==> src/rtl/mem_write_scheduler.sv <==
// ============================================================================
// Module   : mem_write_scheduler
// Brief    : Round-robin arbiter mapping NB_REQ write requesters onto
//            NB_WRAGENT registered BRAM write ports, with same-cycle address
//            conflict avoidance and a saturating conflict-stall counter.
// Revision : 1.0 - initial release
// ============================================================================
`default_nettype none

module mem_write_scheduler #(
    parameter int NB_REQ     = 4,
    parameter int NB_WRAGENT = 2,
    parameter int ADDR_WIDTH = 8,
    parameter int DATA_WIDTH = 32,
    parameter int CNT_WIDTH  = 16,
    parameter int REQ_IDX_W  = (NB_REQ == 1) ? 1 : $clog2(NB_REQ)
) (
    input  logic                             aclk,
    input  logic                             aresetn,
    input  logic [NB_REQ-1:0]                req_valid,
    output logic [NB_REQ-1:0]                req_ready,
    input  logic [NB_REQ*ADDR_WIDTH-1:0]     req_addr,
    input  logic [NB_REQ*DATA_WIDTH-1:0]     req_data,
    output logic [NB_WRAGENT-1:0]            wren,
    output logic [NB_WRAGENT*ADDR_WIDTH-1:0] wraddr,
    output logic [NB_WRAGENT*DATA_WIDTH-1:0] wrdata,
    output logic [CNT_WIDTH-1:0]             conflict_cnt
);

    localparam logic [CNT_WIDTH-1:0] c_cnt_max = '1;

    logic [REQ_IDX_W-1:0]            r_rr_ptr;
    logic [NB_WRAGENT-1:0]           r_wren;
    logic [NB_WRAGENT*ADDR_WIDTH-1:0] r_wraddr;
    logic [NB_WRAGENT*DATA_WIDTH-1:0] r_wrdata;
    logic [CNT_WIDTH-1:0]            r_conflict_cnt;

    logic [ADDR_WIDTH-1:0] w_req_addr [NB_REQ];
    logic [DATA_WIDTH-1:0] w_req_data [NB_REQ];
    logic [NB_REQ-1:0]     w_ready;
    logic [NB_WRAGENT-1:0] w_port_en;
    logic [ADDR_WIDTH-1:0] w_port_addr [NB_WRAGENT];
    logic [DATA_WIDTH-1:0] w_port_data [NB_WRAGENT];
    logic                  w_conflict;
    logic [REQ_IDX_W-1:0]  w_next_ptr;

    genvar gi;
    generate
        for (gi = 0; gi < NB_REQ; gi++) begin : g_unpack
            assign w_req_addr[gi] = req_addr[gi*ADDR_WIDTH +: ADDR_WIDTH];
            assign w_req_data[gi] = req_data[gi*DATA_WIDTH +: DATA_WIDTH];
        end
    endgenerate

    // Scan NB_REQ positions from the pointer; each grant fills the next free port.
    always_comb begin : scan
        int                    idx;
        int                    cnt;
        int                    last;
        logic                  vld;
        logic                  hit;
        logic [ADDR_WIDTH-1:0] addr;
        logic [DATA_WIDTH-1:0] data;

        w_ready    = '0;
        w_port_en  = '0;
        w_conflict = 1'b0;
        w_next_ptr = r_rr_ptr;
        for (int k = 0; k < NB_WRAGENT; k++) begin
            w_port_addr[k] = '0;
            w_port_data[k] = '0;
        end
        idx  = 0;
        cnt  = 0;
        last = 0;
        vld  = 1'b0;
        hit  = 1'b0;
        addr = '0;
        data = '0;

        for (int p = 0; p < NB_REQ; p++) begin
            idx = int'(r_rr_ptr) + p;
            if (idx >= NB_REQ) idx = idx - NB_REQ;
            vld  = 1'b0;
            addr = '0;
            data = '0;
            for (int i = 0; i < NB_REQ; i++) begin
                if (i == idx) begin
                    vld  = req_valid[i];
                    addr = w_req_addr[i];
                    data = w_req_data[i];
                end
            end
            hit = 1'b0;
            for (int k = 0; k < NB_WRAGENT; k++) begin
                if (k < cnt && w_port_addr[k] == addr) hit = 1'b1;
            end
            // Address match only counts as a conflict while a port is still free.
            if (vld && cnt < NB_WRAGENT) begin
                if (hit) begin
                    w_conflict = 1'b1;
                end else begin
                    for (int k = 0; k < NB_WRAGENT; k++) begin
                        if (k == cnt) begin
                            w_port_en[k]   = 1'b1;
                            w_port_addr[k] = addr;
                            w_port_data[k] = data;
                        end
                    end
                    for (int i = 0; i < NB_REQ; i++) begin
                        if (i == idx) w_ready[i] = 1'b1;
                    end
                    cnt  = cnt + 1;
                    last = idx;
                end
            end
        end

        if (cnt > 0) begin
            w_next_ptr = (last == NB_REQ - 1) ? '0 : REQ_IDX_W'(last + 1);
        end
    end

    always_ff @(posedge aclk or negedge aresetn) begin
        if (!aresetn) begin
            r_rr_ptr       <= '0;
            r_wren         <= '0;
            r_wraddr       <= '0;
            r_wrdata       <= '0;
            r_conflict_cnt <= '0;
        end else begin
            r_rr_ptr <= w_next_ptr;
            r_wren   <= w_port_en;
            // Idle ports keep their last address/data.
            for (int k = 0; k < NB_WRAGENT; k++) begin
                if (w_port_en[k]) begin
                    r_wraddr[k*ADDR_WIDTH +: ADDR_WIDTH] <= w_port_addr[k];
                    r_wrdata[k*DATA_WIDTH +: DATA_WIDTH] <= w_port_data[k];
                end
            end
            if (w_conflict && r_conflict_cnt != c_cnt_max) begin
                r_conflict_cnt <= r_conflict_cnt + CNT_WIDTH'(1);
            end
        end
    end

    assign req_ready    = w_ready;
    assign wren         = r_wren;
    assign wraddr       = r_wraddr;
    assign wrdata       = r_wrdata;
    assign conflict_cnt = r_conflict_cnt;

endmodule

`default_nettype wire

==> config.mk <==
export PLATFORM = sky130hd
export DESIGN_NAME = mem_write_scheduler
export DESIGN_NICKNAME = d
export VERILOG_FILES = /design/src/rtl/mem_write_scheduler.sv
export SDC_FILE = /design/constraint.sdc
export NUM_CORES = 1
export LEC_CHECK = 0
export ABC_AREA = 1
export ABC_CLOCK_PERIOD_IN_PS = 8300
export BUFFER_PORTS_ARGS = -buffer_cell sky130_fd_sc_hd__buf_4
export CAP_MARGIN = 20
export CORE_ASPECT_RATIO = 0.8
export CORE_MARGIN = 1.5
export CORE_UTILIZATION = 52
export CTS_CLUSTER_SIZE = 25
export DETAILED_ROUTE_END_ITERATION = 10
export PLACE_DENSITY = 0.81
export SLEW_MARGIN = 20
export SYNTH_ARGS = -nofsm -noshare
export SYNTH_HDL_FRONTEND = slang
export SYNTH_SLANG_ARGS = --single-unit
==> constraint.sdc <==
create_clock -name aclk -period 8.3 [get_ports aclk]
set_clock_uncertainty 0.05 [all_clocks]
set_input_delay 1.245 -clock aclk [delete_from_list [all_inputs] [get_ports aclk]]
set_output_delay 1.245 -clock aclk [all_outputs]
set_load 0.01 [all_outputs]
* Yosys cells after proc, flatten, opt, wreduce, memory -nomap -nowiden *
Cells that the tools add are included.

operators by class
  add/subtract/negate cells = 12
  $lt $le $gt $ge = 14
  equal/unequal tests = 22
  muxes and demuxes = 141
  reductions and logical operators = 18

operators by type and width
  cell                     count
  $mux W32                 40
  $mux W64                 6
  $eq A3 B32 Y1 const A    8
  $eq A2 B32 Y1 const A    7
  $logic_not A32 Y1        7
  $mux W8                  23
  $add A32 B2 Y32 const B  3
  $lt A1 B32 Y1 const A    3
  $lt A2 B32 Y1 const A    3
  $lt A32 B3 Y1 const B    3
  $mux W16                 6
  $mux W1                  52
  $eq A8 B8 Y1             5
  $eq A32 B3 Y1 const B    1
  $gt A32 B1 Y1 const B    1
  $mux W4                  7
  $add A16 B1 Y16 const B  1
  $ne A16 B16 Y1 const B   1
  $mux W2                  7
  $sub A3 B3 Y4 const B    3
  $logic_and A1 B1 Y1      10
  $ge A3 B3 Y1 const B     3
  $logic_not A8 Y1         1
  $add A2 B2 Y3 const B    2
  other kinds (4)          4

word-level totals
  flip-flop bits (word level) = 100
  word-level logic and storage cells = 214

* Logic depth before layout (Yosys ltp) *
  depth in word-level cells = 28
  depth in mapped cells = 41
  mapped depth without buffers = 39

* Least setup slack after synthesis *
Ideal clock, no wire load.

  kind = input -> output
  start point = input port req_valid[1]
  end point = output port req_ready[0]
  cell stages on the path = 30
  buffers on the path = 2
  required time = 7005 ps
  path slack = 2516 ps
  data arrival time = 4489 ps
  cells stage by stage = a21oi_1 -> nand2_1 -> nand2_1 -> nand2_2 -> buf_4 -> nand2_1 -> nand2_1 -> nand2_1 -> nand2_1 -> nor2_4 -> nand3_2 -> buf_6 -> nand3_2 -> nand2_1 -> nand2_1 -> nand2_2 -> nor2_4 -> nand2_4 -> nand4_4 -> inv_2 -> a21oi_2 -> inv_2 -> ha_1 -> a21oi_1 -> o21ai_0 -> nor3_1 -> nand3_1 -> nand3_4 -> inv_1 -> a211o_1

on the way
  word-level cells in the longest chain between the ends = 22
  elaborated cells on any way between the ends = 71
  those cells by class = add/sub: 2; order compare: 9; eq/ne: 7; mux: 42; reduce/logical: 11

ends and longest elaborated chain
  element                                        RTL line  RTL
  from (decl)                                    20        input logic [NB_REQ-1:0] req_valid,
  $mux W1 (3 in series)                          88        if (i == idx) begin
  $mux W1 or $mux W8 (tied branches)             99        if (vld && cnt < NB_WRAGENT) begin
  $lt A1 B32 Y1 or $eq A8 B8 Y1 (tied branches)  96        if (k < cnt && w_port_addr[k] == addr) hit = 1'b1;
  $logic_and A1 B1 Y1                            96
  $mux W1 (2 in series)                          96
  $mux W32 or $mux W16 (tied branches)           100       if (hit) begin
  $mux W32 or $mux W16 (tied branches)           99
  $lt A1 B32 Y1 or $eq A8 B8 Y1 (tied branches)  96
  $logic_and A1 B1 Y1                            96
  $mux W1 (2 in series)                          96
  $mux W32 or $mux W16 (tied branches)           100
  $mux W32 or $mux W16 (tied branches)           99
  $lt A1 B32 Y1 or $eq A8 B8 Y1 (tied branches)  96
  $logic_and A1 B1 Y1                            96
  $mux W1 (2 in series)                          96
  $mux W4                                        100
  $mux W4 (*)                                    99
  to (decl)                                      21        output logic [NB_REQ-1:0] req_ready,

Mark *: on every way between the ends. The rest lies on a longest branch, timed or not.

* Worst setup path after layout *
  start point = register r_rr_ptr[0]
  end point = output port req_ready[0]

on the way
  word-level cells in the longest chain between the ends = 26
  elaborated cells on any way between the ends = 124
  those cells by class = add/sub: 9; order compare: 13; eq/ne: 19; mux: 67; reduce/logical: 16

ends and longest elaborated chain
  element                                           RTL line     RTL
  from (decl)                                       32           logic [REQ_IDX_W-1:0] r_rr_ptr;
  from (signal assigned)                            132          r_rr_ptr <= w_next_ptr;
  $sub A2 B3 Y4 (tied with other cells)             83           if (idx >= NB_REQ) idx = idx - NB_REQ;
  $mux W32 (tied with other cells)                  83
  $logic_not A32 Y1 or $mux W32 (tied branches)     88, 111, 83
  $mux W1 (tied with other cells)                   88
  $mux W1 or $mux W8 (tied branches) (3 in series)  88
  $mux W1 (tied with other cells)                   99
  $lt A1 B32 Y1 or $eq A8 B8 Y1 (tied branches)     96
  $logic_and A1 B1 Y1                               96
  [6 not listed]                                    --
  $mux W1 (2 in series)                             96
  $mux W32 or $mux W16 (tied branches)              100
  $mux W32 or $mux W16 (tied branches)              99
  $lt A1 B32 Y1 or $eq A8 B8 Y1 (tied branches)     96
  $logic_and A1 B1 Y1                               96
  $mux W1 (2 in series)                             96
  $mux W4                                           100
  $mux W4 (*)                                       99

Marked as above.

==> impl_metrics.yaml <==
route:
  vias: 15684
  drt_wl_total_um: 49420
  first_iter_violations: 2140
  drt_pre_antenna_iters: 7
  route.antenna.remaining_nets: 0
  wire_per_inst_um: 19.89
  met1_length_um: 19560
  route.met2.wl_um: 20190
  wl_met3_um: 7871
  top_layer_used: "met4"
  remaining_drc_errors: 0
  via_per_inst: 6.311
synthesis:
  syn-num-nets: 2200
  async_flop_share_pct: 100.0
  ys.flop_type: "dfrtp_1"
  ys_types: 51
  yosysWarnings: 0
  synth_area_per_cell_um2: 5.885
  ys_seq_area_share_pct: 21.03
  netlist_area_um2: 11900
  ys_ff_latch: 100
  synth_edf_count: 0
  syn_inst: 2022
placement:
  pre_cts_slack_ns: 1.075
  routabilityCongestion: 1.001
  port_buffers: 267
  dpl.hpwl_um: 34350
clocking:
  cts_tree: "built"
  cts_hold_repair.buffers: 0
  numCtsBuffers: 9
  clk_pin_slew_ns: 0.08
  post_cts_resized: 0
  clk_latency_ns: 0.37
  root_buffer: "clkbuf_16"
  clock_path_buffers: 2
  cts.sinks: 100
  postCtsSetupRepairBufs: 0
  cts_max_level: 3
worst_setup_path:
  path_delay_family: "simple AND/OR/NAND/NOR gates"
  crit_top_cell: "nand2_1"
  worstRegToRegCells: 28
  crit_path_end_kind: "primary output"
  startpoint_type: "flop"
  critPathArrivalTime_ns: 6.56
  crit_path_top_delay_cell: "dfrtp_1"
  r2r_end: "wrdata[9]$_DFFE_PN0P_"
  max_stage_delay_ns: 0.51
  worst-path-max-fanout: 42
  required_ns: 7.01
  crit_type: "reg -> out"
  worst-path-stages: 33
  path_buf_inv: 8
  r2r_start: "r_rr_ptr[0]$_DFFE_PN0N_"
  r2r_setup_slack_ns: 1.13
die:
  ioPinCount: 268
  fp.dieArea_um2: 23800
  die_w_um: 172.1
  fp.coreArea_um2: 22440
  num_rows: 49
  start_util_pct: 53.03
  die_h_um: 138.3
finish:
  nNetsFinal: 2351
  ff_latch_area_um2: 2502
  layout-drive-gt1-share_pct: 17.08
  nFillCells: 2169
  utilization_pct: 62.97
  multi_input_area_um2: 7881
  syn_to_final_growth_pct: 18.75
timing:
  fmax_ghz: 0.1272
  slew_violations: 0
  fin_setup_tns_ns: 0
  finalSetupViolCount: 0
  slew_headroom_pct: 20.21
  worst_pin_slew_ns: 1.192
  rsz0062_at_grt: "false"
  hold_viol: 0
  fin_crit_ns: 7.859
  period_share_pct: 94.69
  fin_ws_ns: 0.4409
min_path:
  worstHoldStart: "wrdata[34]$_DFFE_PN0P_"
  min_to: "wrdata[34]$_DFFE_PN0P_"
  holdPathStages: 2
  hold_path_class: "reg -> reg"
job:
  maxCapViolCount: 0
global_routing:
  grt_overflow: 0
  grt_pass1_vias: 13676
  grt_antenna_before_repair: 1
  grt_usage_pct: 40.41
  grt_max_degree: 97
  grt_pass1_wl_um: 75630
status:
  status: "completed"
==> cells in the final DEF, fill, tap and decap left out, types with 5 or more instances in the layout <==
master and count:
nand3_1 61, inv_1 216, nand2_1 569, o22ai_1 99
xor2_1 14, nand4_1 25, nor2_2 5, nand2_2 15
o21ai_1 10, a22oi_1 90, o221ai_1 16, o31ai_1 5
a221oi_1 10, nor2_1 115, ha_1 8, nor2_4 5
dfrtp_1 100, inv_2 14, clkbuf_16 9, buf_4 289
a21oi_1 173, o21ai_0 220, nand3_2 6, nor3_1 10
o211ai_1 33, a31oi_1 7
==> Yosys cell counts, types with 12 or more instances <==
cell | count | area [µm²]
a21oi_1 | 173 | 865.8
a22oi_1 | 90 | 675.7
buf_1 | 21 | 78.83
buf_2 | 23 | 115.1
clkbuf_1 | 90 | 337.8
dfrtp_1 | 100 | 2502
ha_1 | 12 | 150.1
inv_1 | 217 | 814.5
inv_2 | 14 | 52.55
nand2_1 | 570 | 2140
nand2_2 | 14 | 87.58
nand3_1 | 62 | 310.3
nand4_1 | 25 | 156.4
nor2_1 | 115 | 431.7
o211ai_1 | 33 | 247.7
o21ai_0 | 220 | 1101
o221ai_1 | 16 | 140.1
o22ai_1 | 99 | 619.3
xor2_1 | 14 | 122.6
==> logic make-up (layout without fill, tap and decap cells) <==
group,count (synthesis),in the layout,synth area share [%]
AND/OR/NAND/NOR,825,825,29.30
AO/OA/AOI/OAI,682,682,33.87
buffers and inverters,385,541,13.22
flip-flops,100,100,21.03
XOR/XNOR,18,18,1.325
adder cells (fa/ha/maj),12,12,1.262
other,0,1,0
==> area by class of cell <==
cell class,instances,share of cell area [%]
Tap cell,306,2.710
Sequential cell,100,17.71
Clock buffer,9,1.594
Multi-Input combinational cell,1537,55.78
Inverter,236,6.367
Timing Repair Buffer,289,15.35
Clock inverter,7,0.4693
Antenna cell,1,0.01771
==> flip-flops by register name (all words and copies together) (netlist names) <==
register,flops
wrdata,64
wren,2
conflict_cnt,16
wraddr,16
r_rr_ptr,2
==> tightest hold or removal path, stage by stage, from the launching register on <==
cell     delay, ns
dfrtp_1       0.35
nand2_1       0.06
nand2_1       0.05
==> how the worst max path moves through the flow <==
stage / start / to / slack, ns
3_3_place_gp: req_valid[1] / req_ready[0] / 1.21
3_5_place_dp: r_rr_ptr[0]$_DFFE_PN0N_ / req_ready[0] / 1.08
5_1_grt: r_rr_ptr[0]$_DFFE_PN0N_ / req_ready[0] / 0.03
4_1_cts: r_rr_ptr[0]$_DFFE_PN0N_ / req_ready[0] / 0.66
6_report: r_rr_ptr[0]$_DFFE_PN0N_ / req_ready[0] / 0.44
2_1_floorplan: req_valid[1] / req_ready[0] / 2.52
==> routing by layer <==
layer	vias up	track usage, %
li1	7162	-
met1	7100	58.23
met2	1266	56.60
met3	156	11.25
met4	0	15.56
met5	-	0
==> through the flow <==
step	cell area, µm²	hold WS [ns]	cells
finish	14130	0.4326	2485
detailed placement	13840	0.4128	2468
global placement	13840	0.4084	2468
global route	14130	0.4525	2485
floorplan	11900	0.4557	2022
CTS	14130	0.4333	2484
Power is not shown: default switching activity piles up to over one toggle a cycle in this logic, so the estimate is an artifact.
